### src/rtl/alu_cmd_sequencer.sv
// Register-file command sequencer driving an external combinational 8-bit ALU.
// Optional conditional execution (skip when Z set) is enabled by ALU_SEQ_COND_EXEC_EN.
module alu_cmd_sequencer #(
  parameter int unsigned NREG = 4,
  parameter int unsigned RA_W = $clog2(NREG)
) (
  input  logic            clk,
  input  logic            rst_n,
  input  logic            cmd_valid,
  output logic            cmd_ready,
  input  logic [2:0]      cmd_opcode,
  input  logic [RA_W-1:0] cmd_src_a,
  input  logic [RA_W-1:0] cmd_src_b,
  input  logic [RA_W-1:0] cmd_dst,
  input  logic            cmd_imm_en,
  input  logic [7:0]      cmd_imm,
`ifdef ALU_SEQ_COND_EXEC_EN
  input  logic            cmd_cond,
`endif
  output logic [7:0]      alu_a,
  output logic [7:0]      alu_b,
  output logic [2:0]      alu_opcode,
  input  logic [7:0]      alu_result,
  input  logic [3:0]      alu_flags,
  output logic            done,
  output logic            done_err,
  output logic [7:0]      wb_data,
  output logic [3:0]      flags_q
);

  localparam int unsigned DW = 8;
  localparam int unsigned FW = 4;

  typedef enum logic [1:0] {
    S_IDLE = 2'd0,
    S_EXEC = 2'd1,
    S_WB   = 2'd2
  } state_t;

  state_t          state_q, state_d;
  logic [DW-1:0]   rf_q [NREG];
  logic [DW-1:0]   rf_d [NREG];
  logic [DW-1:0]   alu_a_q, alu_a_d;
  logic [DW-1:0]   alu_b_q, alu_b_d;
  logic [2:0]      alu_op_q, alu_op_d;
  logic [RA_W-1:0] dst_q, dst_d;
  logic            ready_q, ready_d;
  logic            done_q, done_d;
  logic            err_q, err_d;
  logic [DW-1:0]   wb_q, wb_d;
  logic [FW-1:0]   flags_d;
  logic            skip_c;

`ifdef ALU_SEQ_COND_EXEC_EN
  logic skip_q, skip_d;
  assign skip_c = skip_q;
`else
  assign skip_c = 1'b0;
`endif

  // Next-state, register-file write and output staging
  always_comb begin
    state_d  = state_q;
    rf_d     = rf_q;
    alu_a_d  = alu_a_q;
    alu_b_d  = alu_b_q;
    alu_op_d = alu_op_q;
    dst_d    = dst_q;
    done_d   = 1'b0;
    err_d    = 1'b0;
    wb_d     = wb_q;
    flags_d  = flags_q;
`ifdef ALU_SEQ_COND_EXEC_EN
    skip_d   = skip_q;
`endif
    case (state_q)
      S_IDLE: begin
        if (cmd_valid && ready_q) begin
          alu_a_d  = rf_q[cmd_src_a];
          alu_b_d  = cmd_imm_en ? cmd_imm : rf_q[cmd_src_b];
          alu_op_d = cmd_opcode;
          dst_d    = cmd_dst;
`ifdef ALU_SEQ_COND_EXEC_EN
          skip_d   = cmd_cond && flags_q[0];
`endif
          state_d  = S_EXEC;
        end
      end
      S_EXEC: begin
        // ALU result is captured here so writeback and done are visible in WB
        done_d  = 1'b1;
        state_d = S_WB;
        if (alu_op_q[2:1] == 2'b11) begin
          err_d = 1'b1;
        end else if (!skip_c) begin
          rf_d[dst_q] = alu_result;
          flags_d     = alu_flags;
          wb_d        = alu_result;
        end
      end
      S_WB: begin
        state_d = S_IDLE;
      end
      default: begin
        state_d = S_IDLE;
      end
    endcase
    ready_d = (state_d == S_IDLE);
  end

  // State and output registers
  always_ff @(posedge clk or negedge rst_n) begin
    if (!rst_n) begin
      state_q  <= S_IDLE;
      for (int unsigned i = 0; i < NREG; i++) rf_q[i] <= '0;
      alu_a_q  <= '0;
      alu_b_q  <= '0;
      alu_op_q <= '0;
      dst_q    <= '0;
      ready_q  <= 1'b1;
      done_q   <= 1'b0;
      err_q    <= 1'b0;
      wb_q     <= '0;
      flags_q  <= '0;
`ifdef ALU_SEQ_COND_EXEC_EN
      skip_q   <= 1'b0;
`endif
    end else begin
      state_q  <= state_d;
      rf_q     <= rf_d;
      alu_a_q  <= alu_a_d;
      alu_b_q  <= alu_b_d;
      alu_op_q <= alu_op_d;
      dst_q    <= dst_d;
      ready_q  <= ready_d;
      done_q   <= done_d;
      err_q    <= err_d;
      wb_q     <= wb_d;
      flags_q  <= flags_d;
`ifdef ALU_SEQ_COND_EXEC_EN
      skip_q   <= skip_d;
`endif
    end
  end

  assign cmd_ready  = ready_q;
  assign alu_a      = alu_a_q;
  assign alu_b      = alu_b_q;
  assign alu_opcode = alu_op_q;
  assign done       = done_q;
  assign done_err   = err_q;
  assign wb_data    = wb_q;

endmodule

### config.mk
export PLATFORM = sky130hd
export DESIGN_NAME = alu_cmd_sequencer
export DESIGN_NICKNAME = d
export VERILOG_FILES = /design/src/rtl/alu_cmd_sequencer.sv
export SDC_FILE = /design/constraint.sdc
export NUM_CORES = 1
export LEC_CHECK = 0
export CAP_MARGIN = 20
export CORE_MARGIN = 2
export CORE_UTILIZATION = 54
export CTS_CLUSTER_SIZE = 20
export DETAILED_ROUTE_END_ITERATION = 7
export PLACE_DENSITY = 0.92
export SYNTH_ARGS = -nofsm -noshare
export SYNTH_HDL_FRONTEND = slang
export SYNTH_SLANG_ARGS = --single-unit
### constraint.sdc
create_clock -name clk -period 3 [get_ports clk]
set_input_delay 0.6 -clock clk [delete_from_list [all_inputs] [get_ports clk]]
set_output_delay 0.6 -clock clk [all_outputs]
set_load 0.005 [all_outputs]
Word level (Yosys, flattened, before mapping)

Cells that the tools add are included.

Bits of input ports: 33
Output and inout bits: 34
Logic and storage cells: 45
Flip-flop bits (word level): 70

Muxes and demuxes: 15
Equality and inequality tests: 2
Magnitude comparators: 4
Bitwise logic cells: 4
Reductions and logical operators: 6

Operators by type and width:

| operator             | count |
|---|---|
| $mux W8              | 6 |
| $bmux W8 S2          | 2 |
| $bwmux W32           | 1 |
| $demux W8 S2         | 1 |
| $ge A3 B3 Y1 const B | 3 |
| $not A2 Y3           | 3 |
| $logic_not A2 Y1     | 2 |
| $pmux W2 S2          | 1 |
| $reduce_and A2 Y1    | 2 |
| $lt A3 B1 Y1 const B | 1 |
| $mux W1              | 3 |
| $eq A2 B1 Y1 const B | 1 |
| $eq A2 B2 Y1 const B | 1 |
| $logic_and A1 B1 Y1  | 2 |
| $mux W2              | 1 |
| $not A1 Y1           | 1 |

Depth between registers and ports, before layout

Gate-level depths: netlist of run 1.

Word-level depth: 6
Gate-level depth with buffers: 5
Depth with buffers taken out: 3

Worst setup path after synthesis of run 1

Ideal clock, no wire load.

Path kind: input-to-reg
Start point: in cmd_src_a[0]
End point: reg alu_a_q[6], in the netlist alu_a[6]
Data arrival time: 1.474 ns
Data required time: 2.875 ns
Stages on the path: 3
Library setup time: 0.125 ns
Path slack: 1.401 ns
Buffers on the path: 1
Cells stage by stage: buf_6 > mux4_2 > mux2_4

Word-level cells in the longest chain between the ends: 4

Ends and longest elaborated chain:

| element                                     | line | source |
|---|---|---|
| from (decl)                                 | 12   | `input logic [RA_W-1:0] cmd_src_a,` |
| $not A2 Y3 (not written as such)            | 79   | `alu_a_d = rf_q[cmd_src_a];` |
| $bmux W8 S2                                 | 79   |  |
| $mux W8 (not written as such) (2 in series) | 79   |  |
| to (signal assigned)                        | 131  | `alu_a_q <= alu_a_d;` |
| to (decl)                                   | 43   | `logic [DW-1:0] alu_a_q, alu_a_d;` |

Every way passes these cells. The select of a mux whose other input is x is not followed.
A chain may end at the register's enable or synchronous reset.

Worst setup path in the final report of run 1

Start point: reg ready_q, in the netlist cmd_ready
End point: out cmd_ready

RTL lines:

| element                | line | source |
|---|---|---|
| from (decl)            | 47   | `logic ready_q, ready_d;` |
| from (signal assigned) | 135  | `ready_q <= ready_d;` |
| to (decl)              | 10   | `output logic cmd_ready,` |

No word-level cell between the ends.

==> key figures, run 1 <==
Drt
  • Detailed Routing Iterations Pass 1: 4
  • Total wire length: 6599 um
  • First DRT Iteration DRCs: 76
  • Routed len/inst: 19.76 um
  • Drt drc: 0
  • DR vias: roughly 1.9k
  • Routed Antenna Nets: 0
  • Drt via density: around 5.7

Clock tree
  • CTS Root Cell: clkbuf_8
  • Count of hold-fix buffers inserted at cts: 0
  • Clk sinks: slightly below 70
  • Post-CTS Setup Inserts: 0
  • Clock latency on the worst-skew pair: 0.35 ns
  • Max clock buf depth: 2
  • Post_cts resized: 0
  • Htree depth: 3
  • CTS tree: done
  • Clock transition at the registers of the reported paths: roughly 0.070 ns
  • CTS Buf Count: 9

Setup path
  • Cell count along the critical path: 1
  • Crit start category: register
  • Crit path max-delay family: flip-flops
  • Critical Path AT: between 1 and 1.5 ns
  • Worst r2r src: done
  • Number of buffers and inverters on the critical path: 1
  • Max stage delay on crit path: around 0.53 ns
  • Flop-to-flop setup slack: 1.20 ns
  • WP data required: between 2 and 2.5 ns
  • RR Endpoint: rf_q[24]
  • Setup crit end kind: output pin
  • Crit Path Max Fanout: 2
  • Reg2reg path depth: 3
  • WS Path Type: register to output pin
  • Crit path cell chain: clkdlybuf4s50_1
  • Crit-path slowest cell: dfstp_2

Yosys
  • Dominant cell type by area after synthesis: dfrtp_1
  • Avg Cell Area, Syn: about 17 um^2
  • Top post-synthesis cells by area: dfrtp_1, mux2_2, mux4_2
  • Mapped cell area: about 3100 um^2
  • Seq cells post-synth: slightly below 70
  • Share of the synthesized area in the top cell type: 0.5425
  • Yosys warns: 0
  • Post-synth cell types: 21
  • Seq/Total Area, Yosys: 0.5509
  • Mapped Cells: approximately 190
  • Syn Nets: 220

GRT
  • Tot GR Track Use: 0.2353
  • Grt ovf: 0
  • Global-route wire length before repair: between 10000 and 15000 um
  • Vias in the first global route: roughly 2.1k
  • Largest net degree at the start of global routing: 44
  • Initial antenna violation count: 0

Timing
  • Worst Tran Pin Value: 0.6428 ns
  • Skew final: a little under 0.007 ns
  • Tcrit/Tclk final: 0.6551
  • Slew HR: 0.5715
  • RSZ-0062 raised after global routing: false
  • Worst hold margin: approximately 0.27 ns
  • Max Slew Vio Count: 0
  • Final Hold Viols: 0
  • Final setup viols: 0
  • Setup TNS: 0 ns
  • Minimum clock period: between 1.5 and 2 ns
  • Fmax: just over 500 MHz

Die
  • IO Count: 67
  • Core Rows: 27
  • Initial cell density of the core: 0.5627
  • Width of the chip: ~80 um
  • Die area: ~6400 um^2
  • Core Box Area: about 5600 um^2
  • Chip Height: between 80 and 90 um

Place
  • Inst Count DP: around 320
  • Port-buffer cells: between 60 and 70
  • Placer congestion estimate: around 0.79
  • Post-DP HPWL: 4330 um

Final layout
  • Finished Core Util: 0.7306
  • Post-layout nets: 290
  • Commonest non-fill, non-tap cell in the layout: dfrtp_1
  • Share of cells above drive strength 1: 0.3588
  • Finished Layout Cells: ~330
  • Commonest cells after routing, fill and taps aside: dfrtp_1, clkdlybuf4s50_1, mux2_2
  • ANT cells: 0
  • Layout area overhead: 29.84%

Flow run
  • Max-cap violation count: 0

Worst hold path
  • Hold WC Path Type: primary input to asynchronous set/reset pin

Power and ir drop
  • Leak pwr: roughly 0.0017 uW
  • Peak VDD IR: approximately 0.00053 V
  • Tot Pwr: between 4000 and 5000 uW
  • Power Dens Cells: around 1000 nW/um^2

Outcome
  • Status: finished clean
==> area by class of cell <==
cell class / instances / area (um^2)
sequential: 69 / 1728
fill: 358 / 1501
multi-input combinational: 107 / 1325
timing repair buffer: 70 / 698.2
clock buffer: 11 / 131.4
clock inverter: 5 / 100.1
tap: 72 / 90.09
==> through the flow <==
stage                     setup WS [ns]  instance area (um^2)
after floorplan                   1.401                  3137
final                             1.035                  4073
after CTS                         1.018                  4073
after detailed placement         0.7642                  3841
after global routing             0.9947                  4073
after global placement           0.8175                  3841
==> state kept, by name, indices dropped and copies added, names as in the netlist <==
| name | count |
|---|---|
| rf_q | 32 |
| alu_a | 8 |
| alu_b | 8 |
| wb_data | 8 |
| flags_q | 4 |
| alu_opcode | 3 |
| dst_q | 2 |
| cmd_ready | 1 |
| done | 1 |
| done_err | 1 |
| state_q | 1 |
==> power breakdown <==
| part | switching (uW) | internal, uW | leakage, uW |
|---|---|---|---|
| sequential | 347 | 1410 | 0.000810 |
| combinational | 505 | 1110 | 0.000795 |
| clock | 345 | 550 | 0.000117 |
==> cell families after synthesis <==
group / Yosys count / share of synthesized area
buf+inv: 11 / 0.02672
flops: 69 / 0.5509
compound gates: 8 / 0.01276
simple gates: 18 / 0.04547
mux: 81 / 0.3642
==> worst max-delay path by stage <==
stage / start / endpoint
after floorplan: cmd_src_a[0] / alu_a[6]
after global placement: cmd_src_a[0] / alu_a[7]
after detailed placement: cmd_src_b[0] / alu_b[7]
after CTS: cmd_ready / cmd_ready
after global routing: cmd_ready / cmd_ready
final: cmd_ready / cmd_ready
==> synth_stat cells <==
cell type and number:
mux2_2 36, mux2_1 5, dfstp_2 1, a21oi_1 8, buf_6 4, nor2b_4 1
clkbuf_1 1, nand2_2 2, nand4b_2 1, nand4_2 1, nor2_1 9, and3_1 1
buf_2 1, nand4b_4 1, buf_1 2, and4bb_1 2, mux2i_1 8, mux2_4 16
buf_4 3, mux4_2 16, dfrtp_1 68
==> metal layers <==
metal	part of all wire	global-route usage	up-vias
met4	0.028	0.1339	0
met2	0.53	0.4067	66
li1	-	-	841
met3	0.048	0.05169	18
met5	0	0	-
met1	0.39	0.2688	992
Note: power is estimated with default switching activity, not from simulation.
==> run 2, diff against run 1 <==
- CORE_UTILIZATION: 54 -> 46
- PLACE_DENSITY: 0.92 -> 0.84
- clock period: 3 -> 1.7 ns (I/O delays scaled with it)
==> run 2 against run 1 <==
Largest power group unchanged. Global-route usage decreased by 3.8 points. Count of clock-buffer cells in the layout decreased by 1. Worst setup slack got worse by 0.94 ns. Die area increased by 16%. Combinational power increased by 83%. Highest routed layer unchanged. Critical endpoint is now done. Utilization decreased by 9.8 points. Sequential power increased by 75%. Via count decreased by 0.26%. Sequential cell count unchanged. Non-clock buffer count increased by 13.
==> key figures, run 2 (synthesis gave the netlist of run 1 again) <==
Timing
  • Minimum clock period: ~1.6 ns
  • Fmax: 624.3 MHz
  • Fin worst setup slack: 0.09815 ns (was 1.035 ns)
  • Tcrit/Tclk final: 0.9423
  • Setup TNS: 0 ns (unchanged)
  • Max Slew Vio Count: 0 (unchanged)
  • Worst Tran Pin Value: 0.4350 ns (was 0.6428 ns)
  • RSZ-0062 raised after global routing: false (unchanged)
  • Worst hold margin: 0.4732 ns (was 0.2711 ns)
  • Skew final: 0.009451 ns (was 0.006796 ns)
  • Slew HR: 0.7100 (was 0.5715)
  • Final Hold Viols: 0 (unchanged)
  • Final setup viols: 0 (unchanged)

Place
  • Post-DP HPWL: 4658 um (was 4330 um)
  • Post-place instance area: 4019 um^2 (was 3841 um^2)
  • Port-buffer cells: 66 (unchanged)
  • Placer congestion estimate: 0.7584 (was 0.7917)
  • Place WS: -0.2080 ns (was 0.7642 ns)

GRT
  • Largest net degree at the start of global routing: 32 (was 44)
  • Grt ovf: 0 (unchanged)
  • Vias in the first global route: 2112 (was 2115)
  • Tot GR Track Use: 0.1971 (was 0.2353)
  • Initial antenna violation count: 0 (unchanged)
  • Global-route wire length before repair: 10850 um (was 10790 um)

Clock tree
  • Htree depth: 3 (unchanged)
  • Clock latency on the worst-skew pair: 0.34 ns (was 0.35 ns)
  • Clk sinks: 69 (unchanged)
  • CTS Buf Count: 9 (unchanged)
  • Post-CTS Setup Inserts: 0 (unchanged)
  • Clock transition at the registers of the reported paths: 0.08 ns (was 0.07 ns)
  • CTS Root Cell: clkbuf_8 (unchanged)
  • CTS tree: done (unchanged)
  • Max clock buf depth: 2 (unchanged)

Drt
  • Routed len/inst: 18.73 um (was 19.76 um)
  • Routed Antenna Nets: 0 (unchanged)
  • DR vias: 1912 (was 1917)
  • Drt drc: 0 (unchanged)
  • First DRT Iteration DRCs: 70 (was 76)
  • Drt via density: 5.386 (was 5.740)
  • Detailed Routing Iterations Pass 1: 4 (unchanged)
  • Total wire length: 6650 um (was 6599 um)

Final layout
  • Top reg by flops: rf_q (unchanged)
  • Share of cells above drive strength 1: 0.3927 (was 0.3588)
  • Layout area overhead: 34.78% (was 29.84%)
  • Commonest cells after routing, fill and taps aside: dfrtp_1, clkdlybuf4s50_1, mux2_2 (unchanged)
  • ANT cells: 0 (unchanged)
  • Fillers: 483 (was 358)
  • Post-route cell area: 4228 um^2 (was 4073 um^2)
  • Commonest non-fill, non-tap cell in the layout: dfrtp_1 (unchanged)
  • Post-layout nets: 303 (was 290)
  • Footprint of the multi-input gates: 1325 um^2 (unchanged)
  • Storage cell area: 1728 um^2 (unchanged)
  • Largest register FFs: 32 (unchanged)

Setup path
  • RR Endpoint: rf_q[27] (was rf_q[24])
  • Crit path cell chain: clkdlybuf4s50_1 (unchanged)
  • Worst r2r src: done (unchanged)
  • Crit path max-delay family: buffers and inverters (was flip-flops)
  • Setup crit end kind: output pin (unchanged)
  • Crit-path slowest cell: clkdlybuf4s50_1 (was dfstp_2)
  • Crit Path Max Fanout: 3 (was 2)
  • WS Path Type: register to output pin (unchanged)
  • Flop-to-flop setup slack: 0.14 ns (was 1.20 ns)
  • Critical Path AT: 1.26 ns (was 1.37 ns)
  • WP data required: 1.36 ns (was 2.40 ns)
  • Reg2reg path depth: 4 (was 3)
  • Max stage delay on crit path: 0.52 ns (was 0.53 ns)
  • Number of buffers and inverters on the critical path: 1 (unchanged)
  • Crit start category: register (unchanged)

Power and ir drop
  • Tot Pwr: 7378 uW (was 4266 uW)
  • Leak pwr: 0.001790 uW (was 0.001723 uW)
  • Peak VDD IR: 0.0008447 V (was 0.0005260 V)
  • Seq pwr share: 0.415 (was 0.411)
  • Internal power: 5258 uW (was 3069 uW)
  • Power Dens Cells: 1745 nW/um^2 (was 1048 nW/um^2)
  • Power share of the clock group: 0.182 (was 0.210)
  • Net Sw Frac: 0.2873 (was 0.2805)
  • Switching power: 2120 uW (was 1197 uW)
  • Gate power share: 0.403 (was 0.379)

Die
  • Width of the chip: 86.58 um (was 80.22 um)
  • Die area: 7495 um^2 (was 6434 um^2)
  • Core Box Area: 6681 um^2 (was 5574 um^2)
  • Chip Height: 86.58 um (was 80.22 um)
  • Core Rows: 30 (was 27)
  • IO Count: 67 (unchanged)
  • Initial cell density of the core: 0.4695 (was 0.5627)

Worst hold path
  • Hold WC Path Type: primary input to asynchronous set/reset pin (unchanged)

Flow run
  • Max-cap violation count: 0 (unchanged)

Outcome
  • Status: finished clean (unchanged)
[run 2: power groups by stage]
stage | clock network, uW | logic (uW) | registers, uW
after global routing | 1440 | 3220 | 3170
after floorplan | 0 | 1730 | 2960
after detailed placement | 0 | 3010 | 3070
after global placement | 0 | 2910 | 3030
final | 1340 | 2970 | 3060
after CTS | 1380 | 3020 | 3060
[run 2: per-stage QoR]
stage	instances	util
final	355	0.6328
after global routing	355	0.6328
after CTS	355	0.6328
after detailed placement	338	0.6015
after global placement	338	0.6015
after floorplan	187	-
[run 2: area by class of cell]
class / instances / area share
flip-flops and latches: 69 / 0.4087
multi-input cells: 107 / 0.3134
repair buffers: 83 / 0.2069
clock buffers: 10 / 0.03255
well taps: 80 / 0.02368
clock inverters: 6 / 0.01480
[run 2: metal layers]
layer | global-route usage | up-vias | part of all wire
li1 | - | 860 | -
met1 | 0.2617 | 988 | 0.44
met2 | 0.3070 | 58 | 0.49
met3 | 0.06571 | 6 | 0.059
met4 | 0.06676 | 0 | 0.011
met5 | 0 | - | 0
[run 2: worst max-delay path by stage]
stage | startpoint | endpoint | slack [ns] | cells after the start
floorplan | cmd_ready | alu_opcode[0] | 0.26 | 3
global placement | cmd_src_a[0] | alu_a[5] | -0.18 | 4
detailed placement | cmd_src_a[0] | alu_a[0] | -0.21 | 4
CTS | done | done | 0.08 | 1
global route | alu_a[1] | alu_a[1] | 0.03 | 1
finish | done | done | 0.1 | 1
[run 2: what timing repair did]
action                                  4_1_cts  5_1_grt
hold buffers                                  1        0
endpoints found under the setup margin        1        0
gates resized for setup                       1        0
endpoints found under the hold margin        27        0
==> run 3, diff against run 2 <==
- CORE_MARGIN: 2 -> 4
==> run 3 against run 2 <==
Clock skew fell by 0.0011 ns. Count of clock-buffer cells in the layout rose by 1. Total power fell by 1.2%. Maximum frequency fell by 1.2%. Utilization rose by 1.2 points. Combinational power barely moved. Hold slack improved by 0.0063 ns. Wire length fell by 0.74%. Critical path type unchanged. Critical endpoint unchanged.
==> key figures, run 3 (synthesis gave the netlist of run 1 again) <==
Worst hold path
  • Hold WC Path Type: primary input to asynchronous set/reset pin (unchanged)

Place
  • Post-DP HPWL: 4784 um (was 4658 um)
  • Port-buffer cells: 66 (unchanged)
  • Placer congestion estimate: 0.7320 (was 0.7584)
  • Post-place instance area: 3990 um^2 (was 4019 um^2)

Timing
  • Tcrit/Tclk final: 0.9541 (was 0.9423)
  • Final setup viols: 0 (unchanged)
  • RSZ-0062 raised after global routing: false (unchanged)
  • Slew HR: 0.7130 (was 0.7100)
  • Worst Tran Pin Value: 0.4305 ns (was 0.4350 ns)
  • Skew final: 0.008331 ns (was 0.009451 ns)
  • Final Hold Viols: 0 (unchanged)
  • Fmax: 616.6 MHz (was 624.3 MHz)
  • Max Slew Vio Count: 0 (unchanged)
  • Minimum clock period: 1.622 ns (was 1.602 ns)

Clock tree
  • Clk sinks: 69 (unchanged)
  • CTS Root Cell: clkbuf_8 (unchanged)
  • Htree depth: 3 (unchanged)
  • Clock latency on the worst-skew pair: 0.34 ns (about the same)
  • CTS tree: done (unchanged)
  • Clock transition at the registers of the reported paths: 0.07 ns (was 0.08 ns)
  • CTS Buf Count: 9 (unchanged)
  • Max clock buf depth: 2 (unchanged)
  • Post-CTS Setup Inserts: 0 (unchanged)

Final layout
  • Post-layout nets: 303 (unchanged)
  • Largest register FFs: 32 (unchanged)
  • Share of cells above drive strength 1: 0.3891 (was 0.3927)
  • Top reg by flops: rf_q (unchanged)
  • ANT cells: 0 (unchanged)
  • Layout area overhead: 33.59% (was 34.78%)
  • Commonest cells after routing, fill and taps aside: dfrtp_1, clkdlybuf4s50_1, mux2_2 (unchanged)
  • Post-route cell area: 4190 um^2 (was 4228 um^2)
  • Finished Core Util: 0.6452 (was 0.6328)
  • Commonest non-fill, non-tap cell in the layout: dfrtp_1 (unchanged)

Outcome
  • Status: finished clean (unchanged)

Drt
  • DR vias: 1928 (was 1912)
  • Routed len/inst: 18.75 um (was 18.73 um)
  • Total wire length: 6601 um (was 6650 um)
  • Drt drc: 0 (unchanged)
  • Drt via density: 5.477 (was 5.386)
  • Routed Antenna Nets: 0 (unchanged)
  • Detailed Routing Iterations Pass 1: 4 (unchanged)
  • First DRT Iteration DRCs: 91 (was 70)

Setup path
  • WP data required: 1.36 ns (about the same)
  • Max stage delay on crit path: 0.53 ns (was 0.52 ns)
  • Critical Path AT: 1.28 ns (was 1.26 ns)
  • Crit path cell chain: clkdlybuf4s50_1 (unchanged)
  • Crit Path Max Fanout: 3 (unchanged)
  • Setup crit end kind: output pin (unchanged)
  • Crit path max-delay family: buffers and inverters (unchanged)
  • Crit start category: register (unchanged)
  • Crit-path slowest cell: clkdlybuf4s50_1 (unchanged)
  • WS Path Type: register to output pin (unchanged)
  • Number of buffers and inverters on the critical path: 1 (unchanged)

Die
  • Chip Height: 90.58 um (was 86.58 um)
  • Initial cell density of the core: 0.4830 (was 0.4695)
  • IO Count: 67 (unchanged)
  • Width of the chip: 90.58 um (was 86.58 um)
  • Die area: 8204 um^2 (was 7495 um^2)
  • Core Rows: 29 (was 30)
  • Core Box Area: 6495 um^2 (was 6681 um^2)

Flow run
  • Max-cap violation count: 0 (unchanged)

GRT
  • Tot GR Track Use: 0.1709 (was 0.1971)
  • Global-route wire length before repair: 10820 um (was 10850 um)
  • Vias in the first global route: 2033 (was 2112)
  • Initial antenna violation count: 0 (unchanged)
  • Largest net degree at the start of global routing: 34 (was 32)
  • Grt ovf: 0 (unchanged)

Power and ir drop
  • Power share of the clock group: 0.177 (was 0.182)
  • Switching power: 2052 uW (was 2120 uW)
  • Internal power: 5233 uW (was 5258 uW)
  • Peak VDD IR: 0.0007389 V (was 0.0008447 V)
  • Seq pwr share: 0.418 (was 0.415)
  • Gate power share: 0.405 (was 0.403)
  • Leak pwr: 0.001791 uW (was 0.001790 uW)
  • Net Sw Frac: 0.2817 (was 0.2873)
  • Power Dens Cells: 1739 nW/um^2 (was 1745 nW/um^2)
==> run 3: cell types whose count changed in the layout (fill, tap and decap cells not counted), sizes merged <==
cell and delta:
clkbuf +1, clkinv +2, clkinvlp -3
==> run 3: worst paths after layout <==
kind                       startpoint         end  slack [ns]  cells after the start
min in group clk           wb_data[0]  wb_data[0]        0.49                      1
setup reg to reg                 done     rf_q[2]        0.09                      3
max in group asynchronous       rst_n     rf_q[2]        0.64                      3
hold / removal                  rst_n        done        0.48                      2
setup / recovery                 done        done        0.08                      1
hold reg to reg            wb_data[0]  wb_data[0]        0.49                      1
==> run 3: layer usage <==
layer	vias up	wire length, um	track usage
met2	54	3299	0.2755
met4	0	76	0.06122
li1	868	-	-
met5	-	0	0
met1	999	2917	0.2234
met3	7	307	0.04417
==> run 3: metrics by stage <==
| step | setup TNS, ns | hold slack (ns) | instances | setup slack, ns | total power [uW] |
|---|---|---|---|---|---|
| 2_1_floorplan | 0 | 0.04441 | 187 | 0.2635 | 4691 |
| 3_3_place_gp | -2.513 | 0.3076 | 335 | -0.1753 | 5917 |
| 3_5_place_dp | -2.830 | 0.3155 | 335 | -0.1935 | 6065 |
| 4_1_cts | 0 | 0.4875 | 352 | 0.05439 | 7380 |
| 5_1_grt | 0 | 0.4983 | 352 | 0.02793 | 7719 |
| 6_report | 0 | 0.4795 | 352 | 0.07809 | 7286 |
==> run 3: power groups by stage <==
| stage | sequential, uW | clock (uW) | combinational, uW |
|---|---|---|---|
| floorplan | 2960 | 0 | 1730 |
| global placement | 3020 | 0 | 2900 |
| CTS | 3040 | 1340 | 3000 |
| detailed placement | 3060 | 0 | 3000 |
| finish | 3040 | 1290 | 2950 |
| global route | 3140 | 1410 | 3170 |
==> run 3: area by class of cell <==
cell class	instances	area, um^2
Sequential cell	69	1728
Multi-Input combinational cell	107	1325
Fill cell	456	2305
Timing Repair Buffer	83	849.6
Clock buffer	11	141.4
Clock inverter	5	50.05
Tap cell	77	96.34
==> run 3: what timing repair did <==
item                                   4_1_cts  5_1_grt
endpoints found under the hold margin       29        0
setup endpoints to repair                    1        0
resized for setup                            1        0
hold buffers                                 1        0
